File: src/rtl/mc97_pkg.sv
// Shared definitions for the MC97 register access path: FSM encoding,
// register bus widths and the latched request payload.
package mc97_pkg;

    localparam int unsigned ADDR_W = 6;
    localparam int unsigned DATA_W = 16;
    localparam int unsigned CNT_W  = 8;

    typedef enum logic [1:0] {
        IDLE  = 2'd0,
        ISSUE = 2'd1,
        GAP   = 2'd2,
        DONE  = 2'd3
    } state_t;

    typedef struct packed {
        logic [ADDR_W-1:0] addr;
        logic [DATA_W-1:0] wdata;
        logic              we;
    } reg_req_t;

endpackage

File: src/rtl/sat_cnt8.sv
// 8-bit saturating event counter; clear wins over a same-cycle increment.
module sat_cnt8
    import mc97_pkg::*;
(
    input  logic             clk,
    input  logic             rst,
    input  logic             inc,
    input  logic             clr,
    output logic [CNT_W-1:0] value
);

    always_ff @(posedge clk) begin
        if (rst || clr) begin
            value <= '0;
        end else if (inc && (value != {CNT_W{1'b1}})) begin
            value <= value + CNT_W'(1);
        end
    end

endmodule

File: src/rtl/mc97_reg_ctrl.sv
// Host-side codec register access engine: holds one request toward the MC97
// link until acknowledged, retries failed reads and aborts on a dead bit clock.
module mc97_reg_ctrl
    import mc97_pkg::*;
#(
    parameter int unsigned MAX_RETRY = 3,
    parameter int unsigned TIMEOUT   = 200000,
    parameter int unsigned TW        = 18
) (
    input  logic              clk,
    input  logic              rst,
    input  logic [ADDR_W-1:0] bus_addr,
    input  logic [DATA_W-1:0] bus_wdata,
    input  logic              bus_we,
    input  logic              bus_req,
    output logic              bus_busy,
    output logic              bus_done,
    output logic [DATA_W-1:0] bus_rdata,
    output logic              bus_err,
    output logic              bus_timeout,
    output logic [ADDR_W-1:0] reg_addr,
    output logic [DATA_W-1:0] reg_wdata,
    output logic              reg_we,
    output logic              reg_valid,
    input  logic              reg_ack,
    input  logic              reg_rerr,
    input  logic [DATA_W-1:0] reg_rdata,
    output logic [CNT_W-1:0]  stat_rerr_cnt,
    output logic [CNT_W-1:0]  stat_fail_cnt,
    input  logic              stat_clr
);

    state_t            state, state_next;
    reg_req_t          req, req_next;
    logic [CNT_W-1:0]  retry_cnt, retry_next;
    logic [TW-1:0]     tmo_cnt, tmo_next;
    logic [DATA_W-1:0] rdata_next;
    logic              err_next, timeout_next;
    logic              rerr_inc, fail_inc;

    // State and all registered outputs, updated from the next-state process
    always_ff @(posedge clk) begin
        if (rst) begin
            state       <= IDLE;
            req         <= '0;
            retry_cnt   <= '0;
            tmo_cnt     <= '0;
            bus_rdata   <= '0;
            bus_err     <= 1'b0;
            bus_timeout <= 1'b0;
            bus_busy    <= 1'b0;
            bus_done    <= 1'b0;
            reg_valid   <= 1'b0;
        end else begin
            state       <= state_next;
            req         <= req_next;
            retry_cnt   <= retry_next;
            tmo_cnt     <= tmo_next;
            bus_rdata   <= rdata_next;
            bus_err     <= err_next;
            bus_timeout <= timeout_next;
            bus_busy    <= (state_next == ISSUE) || (state_next == GAP);
            bus_done    <= (state_next == DONE);
            reg_valid   <= (state_next == ISSUE);
        end
    end

    always_comb begin
        state_next   = state;
        req_next     = req;
        retry_next   = retry_cnt;
        tmo_next     = tmo_cnt;
        rdata_next   = bus_rdata;
        err_next     = bus_err;
        timeout_next = bus_timeout;
        rerr_inc     = 1'b0;
        fail_inc     = 1'b0;

        case (state)
            IDLE: begin
                if (bus_req) begin
                    req_next     = '{addr: bus_addr, wdata: bus_wdata, we: bus_we};
                    retry_next   = '0;
                    tmo_next     = '0;
                    err_next     = 1'b0;
                    timeout_next = 1'b0;
                    state_next   = ISSUE;
                end
            end
            ISSUE: begin
                tmo_next = tmo_cnt + TW'(1);
                if (reg_ack) begin
                    if (req.we) begin
                        state_next = DONE;
                    end else if (!reg_rerr) begin
                        rdata_next = reg_rdata;
                        state_next = DONE;
                    end else begin
                        rerr_inc = 1'b1;
                        if (retry_cnt < CNT_W'(MAX_RETRY)) begin
                            retry_next = retry_cnt + CNT_W'(1);
                            state_next = GAP;
                        end else begin
                            err_next   = 1'b1;
                            fail_inc   = 1'b1;
                            state_next = DONE;
                        end
                    end
                end else if (tmo_cnt == TW'(TIMEOUT - 1)) begin
                    // Ack takes precedence; only a silent link reaches here
                    err_next     = 1'b1;
                    timeout_next = 1'b1;
                    fail_inc     = 1'b1;
                    state_next   = DONE;
                end
            end
            GAP: begin
                tmo_next   = '0;
                state_next = ISSUE;
            end
            DONE: begin
                state_next = IDLE;
            end
            default: begin
                state_next = IDLE;
            end
        endcase
    end

    assign reg_addr  = req.addr;
    assign reg_wdata = req.wdata;
    assign reg_we    = req.we;

    sat_cnt8 u_rerr_cnt (
        .clk   (clk),
        .rst   (rst),
        .inc   (rerr_inc),
        .clr   (stat_clr),
        .value (stat_rerr_cnt)
    );

    sat_cnt8 u_fail_cnt (
        .clk   (clk),
        .rst   (rst),
        .inc   (fail_inc),
        .clr   (stat_clr),
        .value (stat_fail_cnt)
    );

endmodule
File: config.mk
export PLATFORM = sky130hd
export DESIGN_NAME = mc97_reg_ctrl
export DESIGN_NICKNAME = d
export VERILOG_FILES = /design/src/rtl/mc97_pkg.sv /design/src/rtl/sat_cnt8.sv /design/src/rtl/mc97_reg_ctrl.sv
export SDC_FILE = /design/constraint.sdc
export NUM_CORES = 1
export LEC_CHECK = 0
export ABC_AREA = 1
export CORE_ASPECT_RATIO = 2
export CORE_UTILIZATION = 44
export CTS_CLUSTER_DIAMETER = 200
export DETAILED_ROUTE_END_ITERATION = 8
export GPL_TIMING_DRIVEN = 0
export HOLD_SLACK_MARGIN = 0.12
export PLACE_DENSITY_LB_ADDON = 0.2
export SKIP_LAST_GASP = 1
export SLEW_MARGIN = 15
export SYNTH_ARGS = -nofsm -noshare
export SYNTH_HDL_FRONTEND = slang
export SYNTH_HIERARCHICAL = 1
export SYNTH_SLANG_ARGS = --single-unit
File: constraint.sdc
create_clock -name clk -period 1.8 [get_ports clk]
set_input_delay 0.36 -clock clk [delete_from_list [all_inputs] [get_ports clk]]
set_output_delay 0.36 -clock clk [all_outputs]
set_load 0.01 [all_outputs]
==> results_dict.tcl, run 1 <==
set metrics [dict create \
    synth_simple_gate_area_frac 0.327 \
    holdBufCountCts 0 \
    crit_path_end_kind "flip-flop" \
    layout.nets 752 \
    status "finished, violations left" \
    synth-xor-area-share 0.00221 \
    chipWidth_um 69.1 \
    place.gp.congestion 0.904 \
    first_pass_iters 4 \
    hpwlAfterDp_mm 7.89 \
    max-slew-margin-rel 0.607 \
    detailedPlace.worstSlack_ns -0.626 \
    cts_buffer_depth 2 \
    violations "negative setup slack" \
    cellPowerDensity_nw_per_um2 822 \
    synth_compound_area_frac 0.133 \
    place_area_um2 5130 \
    leakage_nw 2.33 \
    finalInstanceArea_um2 5780 \
    ant_nets 0 \
    synth_top_family_by_area "simple AND/OR/NAND/NOR gates" \
    rsz0062_at_grt "yes" \
    dr_total_vias 4100 \
    fmax_mhz 529 \
    ys.warnings.count 6 \
    syn-num-nets 613 \
    die_h_um 136 \
    port-buffer-count 104 \
    ys_seq_area_frac 0.444 \
    final_hold_viol_count 0 \
    skew_ns 0.00547 \
    layout_min_cycle_time_ns 1.89 \
    wl_mm 11.1 \
    setup_ws_ns -0.0917 \
    vdd_drop_max_uv 645 \
    grt_pass1_vias 4036 \
    drc 0 \
    netlist_area_um2 3970 \
    cts.clk_slew.worst_paths_ns 0.06 \
    drive_above_1_share 0.157 \
    cap_violations 0 \
    grt_max_degree 15 \
    critPathKind "reg -> reg" \
    cts.sinks 88 \
    postSynthAreaPerCell_um2 7.06 \
    area_delta_synth_final_pct 45.7 \
    layout.cells.non_filler 806 \
    ys_ff_latch 88 \
    rows 48 \
    htree_levels 3 \
    initial_utilization 0.455 \
    tns_ns -0.412 \
    synth_cell_types 38 \
    synth.area.mux_share 0 \
    synthCells 562 \
    grtUsageTotal 0.233 \
    hold_path.class "reg -> reg" \
    vias_per_cell 5.09 \
    synthAdderAreaFrac 0.0189 \
    antenna_cells 0 \
    dieArea_um2 9420 \
    tightest_slew_ns 0.587 \
    wl_per_cell_um 13.8 \
    cts_buffers 9 \
    dpl.cell_count 766 \
    overflow 0 \
    antenna_found_initial 0 \
    cp_max_fo 3 \
    start_kind "flip-flop" \
    coreArea_um2 8710 \
    slew_viol_final 0 \
    cts_root_buf "clkbuf_16" \
    cts_tree "yes" \
    boundaryPins 105 \
    crit_arrival_ns 2.12 \
    cp.required_ns 2.03 \
    grt_pass1_wl_mm 17.7 \
    setup_viol 9 \
    drt_iter0_markers 236 \
    clock_latency_ns 0.33 \
    fin_crit_sh 1.05 \
]
metal layers:
layer | GRT usage | part of all wire
met1 | 0.221 | 0.36
met2 | 0.443 | 0.54
met3 | 0.0608 | 0.063
met4 | 0.134 | 0.040
met5 | 0 | 0
repair_timing:
action | CTS | global route
gates cloned | 0 | 0
pin swaps | 7 | 9
resized for setup | 19 | 28
setup endpoints to repair | 11 | 18
setup buffers | 15 | 10
cell type report:
| cell class | count | area, µm² |
|---|---|---|
| Buffer | 18 | 104 |
| Clock buffer | 12 | 267 |
| Inverter | 52 | 198 |
| Timing Repair Buffer | 128 | 1230 |
| Fill cell | 704 | 2930 |
| Sequential cell | 88 | 1780 |
| Tap cell | 100 | 125 |
| Clock inverter | 4 | 51.3 |
| Multi-Input combinational cell | 404 | 2020 |
cells in the mapped netlist (all sizes together):
library cell / instances / area (µm²)
a21oi: 35 / 183
a221oi: 1 / 8.76
a22oi: 3 / 22.5
a31oi: 2 / 12.5
a32oi: 1 / 8.76
and2: 1 / 6.26
buf: 10 / 68.8
clkbuf: 8 / 31.3
clkinv: 2 / 7.51
dfxtp: 88 / 1760
ha: 6 / 75.1
inv: 50 / 190
nand2: 110 / 425
nand3: 22 / 120
nand3b: 2 / 22.5
nand4: 5 / 31.3
nor2: 147 / 627
nor3: 10 / 50.1
nor4: 1 / 6.26
o21ai: 53 / 269
o21bai: 2 / 15.0
o31ai: 1 / 7.51
or2: 1 / 6.26
xor2: 1 / 8.76
through the flow:
stage,hold slack (ns),power [mW],util
after floorplan,0.417,2.45,-
after global placement,0.427,2.79,0.590
after detailed placement,0.437,2.80,0.590
after CTS,0.447,4.76,0.647
after global routing,0.464,4.92,0.663
final,0.443,4.75,0.663
report_power, final:
part,switching [mW],leakage [nW],internal (mW)
Sequential,0.0521,0.722,2.04
Combinational,0.357,1.46,0.347
Clock,0.766,0.155,1.19
Total,1.18,2.33,3.57
flip-flops by register name, summed over array words and instances (netlist names), 2 cells and up:
signal,cells
bus_rdata,16
reg_addr,6
reg_wdata,16
retry_cnt,8
state,2
tmo_cnt,18
u_fail_cnt/value,8
u_rerr_cnt/value,8
layout by cell type, fill, tap and decap left out, drive strengths merged:
| cell type | n |
|---|---|
| o31ai | 1 |
| xor2 | 1 |
| a22oi | 3 |
| a32oi | 1 |
| a31oi | 2 |
| nand3 | 22 |
| or2 | 1 |
| clkdlybuf4s50 | 103 |
| a221oi | 1 |
| nand2 | 110 |
| nor4 | 1 |
| dfxtp | 88 |
| nor3 | 10 |
| and2 | 1 |
| o21bai | 2 |
| clkinvlp | 1 |
| dlygate4sd2 | 1 |
| inv | 50 |
| buf | 34 |
| ha | 6 |
| a21oi | 35 |
| clkinv | 4 |
| nor2 | 147 |
| o21ai | 53 |
| bufinv | 1 |
| nand4 | 5 |
| clkbuf | 20 |
| nand3b | 2 |
cells by family (layout without fill, tap and decap cells):
| logic type | Yosys count | in the layout |
|---|---|---|
| simple gates | 299 | 299 |
| xor+xnor | 1 | 1 |
| flops | 88 | 88 |
| compound gates | 98 | 98 |
| fa+ha+maj | 6 | 6 |
| buf+inv | 70 | 214 |
critical path, cell delays in order, from the launching register on:
cell and delay (ns):
dfxtp_4 0.35, ha_4 0.15, nand2_4 0.06, nor2_4 0.11, nand2_2 0.09, nor2_4 0.12, nand4_1 0.22, o21ai_4 0.17
nand2_1 0.07, inv_1 0.07, nand2_2 0.08, nor2_4 0.13, nand3_2 0.06, nand2_1 0.06, nor2_1 0.04
path summary, 6_finish.rpt:
check                                start                                to  slack, ns  cells after the start
setup / recovery   tmo_cnt[0]$_SDFFE_PP0P_  u_fail_cnt/value[5]$_SDFFE_PP0P_      -0.09                     14
hold / removal    bus_timeout$_SDFFE_PP0P_          bus_timeout$_SDFFE_PP0P_       0.44                      2
setup reg to reg   tmo_cnt[0]$_SDFFE_PP0P_  u_fail_cnt/value[5]$_SDFFE_PP0P_      -0.09                     14
hold reg to reg   bus_timeout$_SDFFE_PP0P_          bus_timeout$_SDFFE_PP0P_       0.44                      2
No activity file was read; power rests on OpenSTA's default activity.
==> run 2, diff against run 1 <==
--- a/config.mk
+++ b/config.mk
@@ -14,8 +14,7 @@
 export HOLD_SLACK_MARGIN = 0.12
 export PLACE_DENSITY_LB_ADDON = 0.2
 export SKIP_LAST_GASP = 1
-export SLEW_MARGIN = 15
+export SLEW_MARGIN = 20
 export SYNTH_ARGS = -nofsm -noshare
 export SYNTH_HDL_FRONTEND = slang
-export SYNTH_HIERARCHICAL = 1
 export SYNTH_SLANG_ARGS = --single-unit
==> results_dict.tcl, run 2 <==
set metrics [dict create \
    status "completed" \
    cts_buffers 9 \
    yosysMostFrequentCell "nor2_1" \
    drt_iter0_markers 211 \
    layout_min_cycle_time_ns 1.75 \
    drc 0 \
    cts_buffer_depth 2 \
    grt_pass1_vias 3802 \
    ys_seq_area_frac 0.448 \
    hold_path.class "reg -> reg" \
    first_pass_iters 5 \
    port-buffer-count 104 \
    die_h_um 136 \
    chipWidth_um 68.8 \
    cts_root_buf "clkbuf_16" \
    skew_ns 0.00515 \
    cts.clk_slew.worst_paths_ns 0.06 \
    cap_violations 0 \
    synthCells 544 \
    synth_cell_types 34 \
    crit_arrival_ns 1.39 \
    leakage_nw 2.10 \
    fin_crit_sh 0.975 \
    layout.nets 712 \
    drive_above_1_share 0.0796 \
    grtUsageTotal 0.239 \
    final_hold_viol_count 0 \
    mostFrequentLayoutCell "nor2_1" \
    rsz0062_at_grt "no" \
    ant_nets 0 \
    tightest_slew_ns 0.527 \
    htree_levels 3 \
    largest_reg_flops 18 \
    path_buf_inv 1 \
    cts.sinks 88 \
    dominantRegCellSynth "dfxtp_1" \
    hpwlAfterDp_mm 8.07 \
    dr_total_vias 3946 \
    grt_max_degree 15 \
    wl_per_cell_um 13.8 \
    crit_path_end_kind "primary output" \
    netlist_area_um2 3930 \
    cts_tree "yes" \
    start_kind "flip-flop" \
    cpLargestDelayFamily "buffers and inverters" \
    cp_max_fo 7 \
    boundaryPins 105 \
    syn-num-nets 595 \
    critPathKind "reg -> out" \
    antenna_cells 0 \
    postSynthAreaPerCell_um2 7.23 \
    crit_chain "clkdlybuf4s50_1" \
    area_delta_synth_final_pct 38.8 \
    rows 48 \
    synth_edf_count 0 \
    yosys.area.top_type_share 0.448 \
    top_register "tmo_cnt" \
    grt_pass1_wl_mm 16.7 \
    vias_per_cell 5.15 \
    wl_mm 10.6 \
    cellPowerDensity_nw_per_um2 864 \
    synthTopCellsByCount "nor2_1 (125), nand2_1 (93), dfxtp_1 (88), o21ai_0 (52), inv_1 (42)" \
    ys.warnings.count 0 \
    cp.required_ns 1.44 \
    most-common-layout-cells "nor2_1 (124), clkdlybuf4s50_1 (104), nand2_1 (93)" \
    async_reset_ff_frac 0 \
    antenna_found_initial 0 \
    initial_utilization 0.455 \
    max-slew-margin-rel 0.649 \
    coreArea_um2 8650 \
    fin_util 0.631 \
    setup_viol 0 \
    place.gp.congestion 0.939 \
    vdd_drop_max_uv 554 \
    tns_ns 0 \
    holdBufCountCts 0 \
    slowest_delay_ns 0.59 \
    synth_top_area_cell "dfxtp_1" \
    fmax_mhz 570 \
    clock_latency_ns 0.34 \
    synthTopCellsByArea "dfxtp_1 (45%), nor2_1 (12%), nand2_1 (8.9%), o21ai_0 (6.6%), a21oi_1 (4.7%)" \
    cpMaxStageDelayCell "clkdlybuf4s50_1" \
    ys_ff_latch 88 \
    nFillCells 769 \
    dieArea_um2 9340 \
    slew_viol_final 0 \
    overflow 0 \
]
==> run 2: cell types whose count changed after synthesis, sizes merged, moves of 3 or more <==
cell,delta
nor2,-16
nand2,-12
nand4,+9
xor2,+5
a22oi,-3
==> run 2: power breakdown <==
part           leakage (nW)  internal [mW]  total [mW]  switching [mW]
combinational          1.22          0.307       0.632           0.325
sequential            0.717           2.03        2.08          0.0483
clock                 0.160           1.25        2.01           0.751
==> run 2: path summary, 6_finish.rpt <==
path / from / slack [ns] / end / cells past startpoint
max: u_rerr_cnt.value[2]$_SDFFE_PP0P_ / 0.05 / stat_rerr_cnt[2] / 1
min: retry_cnt[4]$_SDFFE_PP0P_ / 0.44 / retry_cnt[4]$_SDFFE_PP0P_ / 2
min reg2reg: retry_cnt[4]$_SDFFE_PP0P_ / 0.44 / retry_cnt[4]$_SDFFE_PP0P_ / 2
max reg2reg: tmo_cnt[0]$_SDFFE_PP0P_ / 0.08 / bus_busy$_SDFF_PP0_ / 10
==> run 2: cell type report <==
cell class	instances	area, µm²	share of cell area
multi-input cells	390	1900	0.348
flip-flops and latches	88	1770	0.324
repair buffers	106	1060	0.194
clock buffers	11	243	0.0445
inverters	48	180	0.0330
well taps	100	125	0.0229
plain buffers	18	106	0.0195
clock inverters	5	78.8	0.0144
==> run 2: cell families after synthesis <==
logic type / synth area share
buffers and inverters: 0.0726
xor gates and xnor gates: 0.0178
AOI/OAI and AO/OA: 0.132
adders and majority gates: 0.0191
DFF: 0.448
and+or+nand+nor: 0.310
==> run 2: per-stage QoR <==
| stage | instances | total power [mW] | hold slack [ns] | setup slack, ns | instance area, µm² |
|---|---|---|---|---|---|
| after floorplan | 544 | 2.42 | 0.419 | 0.116 | 3930 |
| after global placement | 748 | 2.73 | 0.426 | -0.254 | 5100 |
| after detailed placement | 748 | 2.75 | 0.432 | -0.267 | 5100 |
| after CTS | 766 | 4.76 | 0.443 | 0.00406 | 5440 |
| after global routing | 766 | 4.91 | 0.467 | 0.00309 | 5460 |
| final | 766 | 4.71 | 0.442 | 0.0458 | 5460 |
==> run 2: worst min-delay path, stage by stage, from the launching register on <==
cell and delay (ns):
dfxtp_1 0.31, nand2_1 0.06, nor2_1 0.03
==> run 2: timing repair <==
item	in CTS	in global routing
gates resized for setup	2	6
pin swaps	2	0
endpoints found under the setup margin	3	15
buffers inserted	2	0
hold endpoints to repair	0	0
==> run 2: routing by layer <==
layer / global-route usage / routed length, µm
met4: 0.135 / 327
met1: 0.221 / 3610
met5: 0 / 0
met2: 0.446 / 5930
met3: 0.0564 / 696
==> run 3, diff against run 2 <==
--- a/config.mk
+++ b/config.mk
@@ -6,8 +6,8 @@
 export NUM_CORES = 1
 export LEC_CHECK = 0
 export ABC_AREA = 1
-export CORE_ASPECT_RATIO = 2
-export CORE_UTILIZATION = 44
+export CORE_UTILIZATION = 45
+export CTS_BUF_LIST = sky130_fd_sc_hd__clkbuf_8
 export CTS_CLUSTER_DIAMETER = 200
 export DETAILED_ROUTE_END_ITERATION = 8
 export GPL_TIMING_DRIVEN = 0
==> results_dict.tcl, run 3 (same netlist as run 2, synthesis figures left out) <==
set metrics [dict create \
    status "completed" \
    drive_above_1_share 0.0811 \
    cp.required_ns 2.10 \
    dpl.cell_count 753 \
    dr_total_vias 3977 \
    final_hold_viol_count 0 \
    cts.clk_slew.worst_paths_ns 0.09 \
    rsz0062_at_grt "yes" \
    dieArea_um2 9110 \
    whs_endpoint "retry_cnt[6]$_SDFFE_PP0P_" \
    grt_pass1_wl_mm 16.2 \
    cap_violations 0 \
    max-slew-margin-rel 0.622 \
    worstRegToRegCells 10 \
    tightest_slew_ns 0.567 \
    holdBufCountCts 0 \
    first_pass_iters 5 \
    initial_utilization 0.471 \
    setup_viol 0 \
    wl_per_cell_um 13.2 \
    drt_iter0_markers 151 \
    worstReg2RegEnd "bus_busy$_SDFF_PP0_" \
    hpwlAfterDp_mm 7.54 \
    ant_nets 0 \
    largest_reg_flops 18 \
    multiInputGateArea_um2 1890 \
    antenna_found_initial 0 \
    clock_latency_ns 0.36 \
    place.gp.congestion 0.902 \
    drc 0 \
    min_from "retry_cnt[6]$_SDFFE_PP0P_" \
    rows 33 \
    area_delta_synth_final_pct 35.7 \
    fmax_mhz 563 \
    mostFrequentLayoutCell "nor2_1" \
    crit_path_end_kind "flip-flop" \
    overflow 0 \
    chipWidth_um 95.5 \
    seq_area_um2 1770 \
    ff2ff_setup_slack_ns 0.02 \
    fin_crit_sh 0.986 \
    port-buffer-count 104 \
    vias_per_cell 5.16 \
    power_mw 4.12 \
    boundaryPins 105 \
    cellPowerDensity_nw_per_um2 772 \
    cts_tree "yes" \
    layout_min_cycle_time_ns 1.78 \
    most-common-layout-cells "nor2_1 (125), clkdlybuf4s50_1 (104), nand2_1 (93)" \
    hold_path.class "reg -> reg" \
    layout.cells.non_filler 771 \
    cpLargestDelayFamily "simple AND/OR/NAND/NOR gates" \
    htree_levels 3 \
    grt_pass1_vias 3522 \
    slew_viol_final 0 \
    holdWs_ns 0.442 \
    wl_mm 10.2 \
    nFillCells 740 \
    coreArea_um2 8340 \
    cts_buffers 9 \
    vdd_drop_max_uv 408 \
    top_register "tmo_cnt" \
    antenna_cells 0 \
    die_h_um 95.5 \
    crit_chain "ha_2 -> nand3_2 -> nor2_4 -> nand3_2 -> nand2_4 -> inv_2 -> nor2_4 -> inv_2 -> ha_1 -> nor2_1" \
    cpMaxStageDelayCell "dfxtp_4" \
    layout.nets 712 \
    leakage_nw 2.05 \
    holdPathStages 2 \
    worst-path-stages 10 \
    setup_ws_ns 0.0247 \
    skew_ns 0.0134 \
    cts_buffer_depth 2 \
    cp_max_fo 6 \
    cts.sinks 88 \
    r2r-start "tmo_cnt[0]$_SDFFE_PP0P_" \
    critPathKind "reg -> reg" \
    slowest_delay_ns 0.38 \
    start_kind "flip-flop" \
    path_buf_inv 2 \
    detailedPlace.worstSlack_ns -0.283 \
    grt_max_degree 16 \
    crit_arrival_ns 2.07 \
    tns_ns 0 \
    cts_root_buf "clkbuf_8" \
    grtUsageTotal 0.229 \
]
-- run 3: changes by cell type in the layout (fill, tap and decap cells not counted), moves of 2 or more --
cell       before  now
clkbuf_8        1   10
dfxtp_2         1    3
clkbuf_16       9    0
dfxtp_1        86   84
clkinv_2        2    0
-- run 3: worst min-delay path: stages (launching register included) --
cell	delay [ns]
dfxtp_1	0.32
nand2_1	0.06
nor2_1	0.03
-- run 3: layer usage --
| metal | up-vias | wire (µm) | track usage |
|---|---|---|---|
| li1 | 2000 | - | - |
| met1 | 1835 | 4580 | 0.288 |
| met2 | 127 | 4720 | 0.386 |
| met3 | 15 | 709 | 0.0455 |
| met4 | 0 | 154 | 0.0833 |
| met5 | - | 0 | 0 |
-- run 3: cell type report --
class,instances,share of cell area
sequential,88,0.332
buffer,18,0.0199
inverter,48,0.0338
timing repair buffer,106,0.198
clock inverter,6,0.0127
clock buffer,10,0.0258
multi-input combinational,390,0.354
tap,105,0.0246
-- run 3: metrics by stage --
stage	utilization	cell area (µm²)
2_1_floorplan	-	3930
3_3_place_gp	0.612	5100
3_5_place_dp	0.612	5100
4_1_cts	0.638	5320
5_1_grt	0.640	5340
6_report	0.640	5340
-- run 3: how the worst max path moves through the flow --
| stage | startpoint | to |
|---|---|---|
| global route | tmo_cnt[0]$_SDFFE_PP0P_ | bus_busy$_SDFF_PP0_ |
| detailed placement | reg_ack | bus_rdata[10]$_SDFFE_PP0P_ |
| finish | tmo_cnt[0]$_SDFFE_PP0P_ | bus_busy$_SDFF_PP0_ |
| global placement | reg_ack | bus_rdata[10]$_SDFFE_PP0P_ |
| floorplan | tmo_cnt[0]$_SDFFE_PP0P_ | bus_busy$_SDFF_PP0_ |
| CTS | u_rerr_cnt.value[2]$_SDFFE_PP0P_ | stat_rerr_cnt[2] |
-- run 3: where the power goes --
group	switching, mW	total [mW]	leakage, nW	internal [mW]
registers	0.0454	2.07	0.719	2.02
clock network	0.730	1.42	0.105	0.687
logic	0.325	0.631	1.22	0.306
total	1.10	4.12	2.05	3.02
-- run 3: timing repair --
item                                    CTS  global route
setup buffers                             1             1
resized for setup                         2             6
pin swaps                                 1             1
endpoints found under the setup margin    2            10
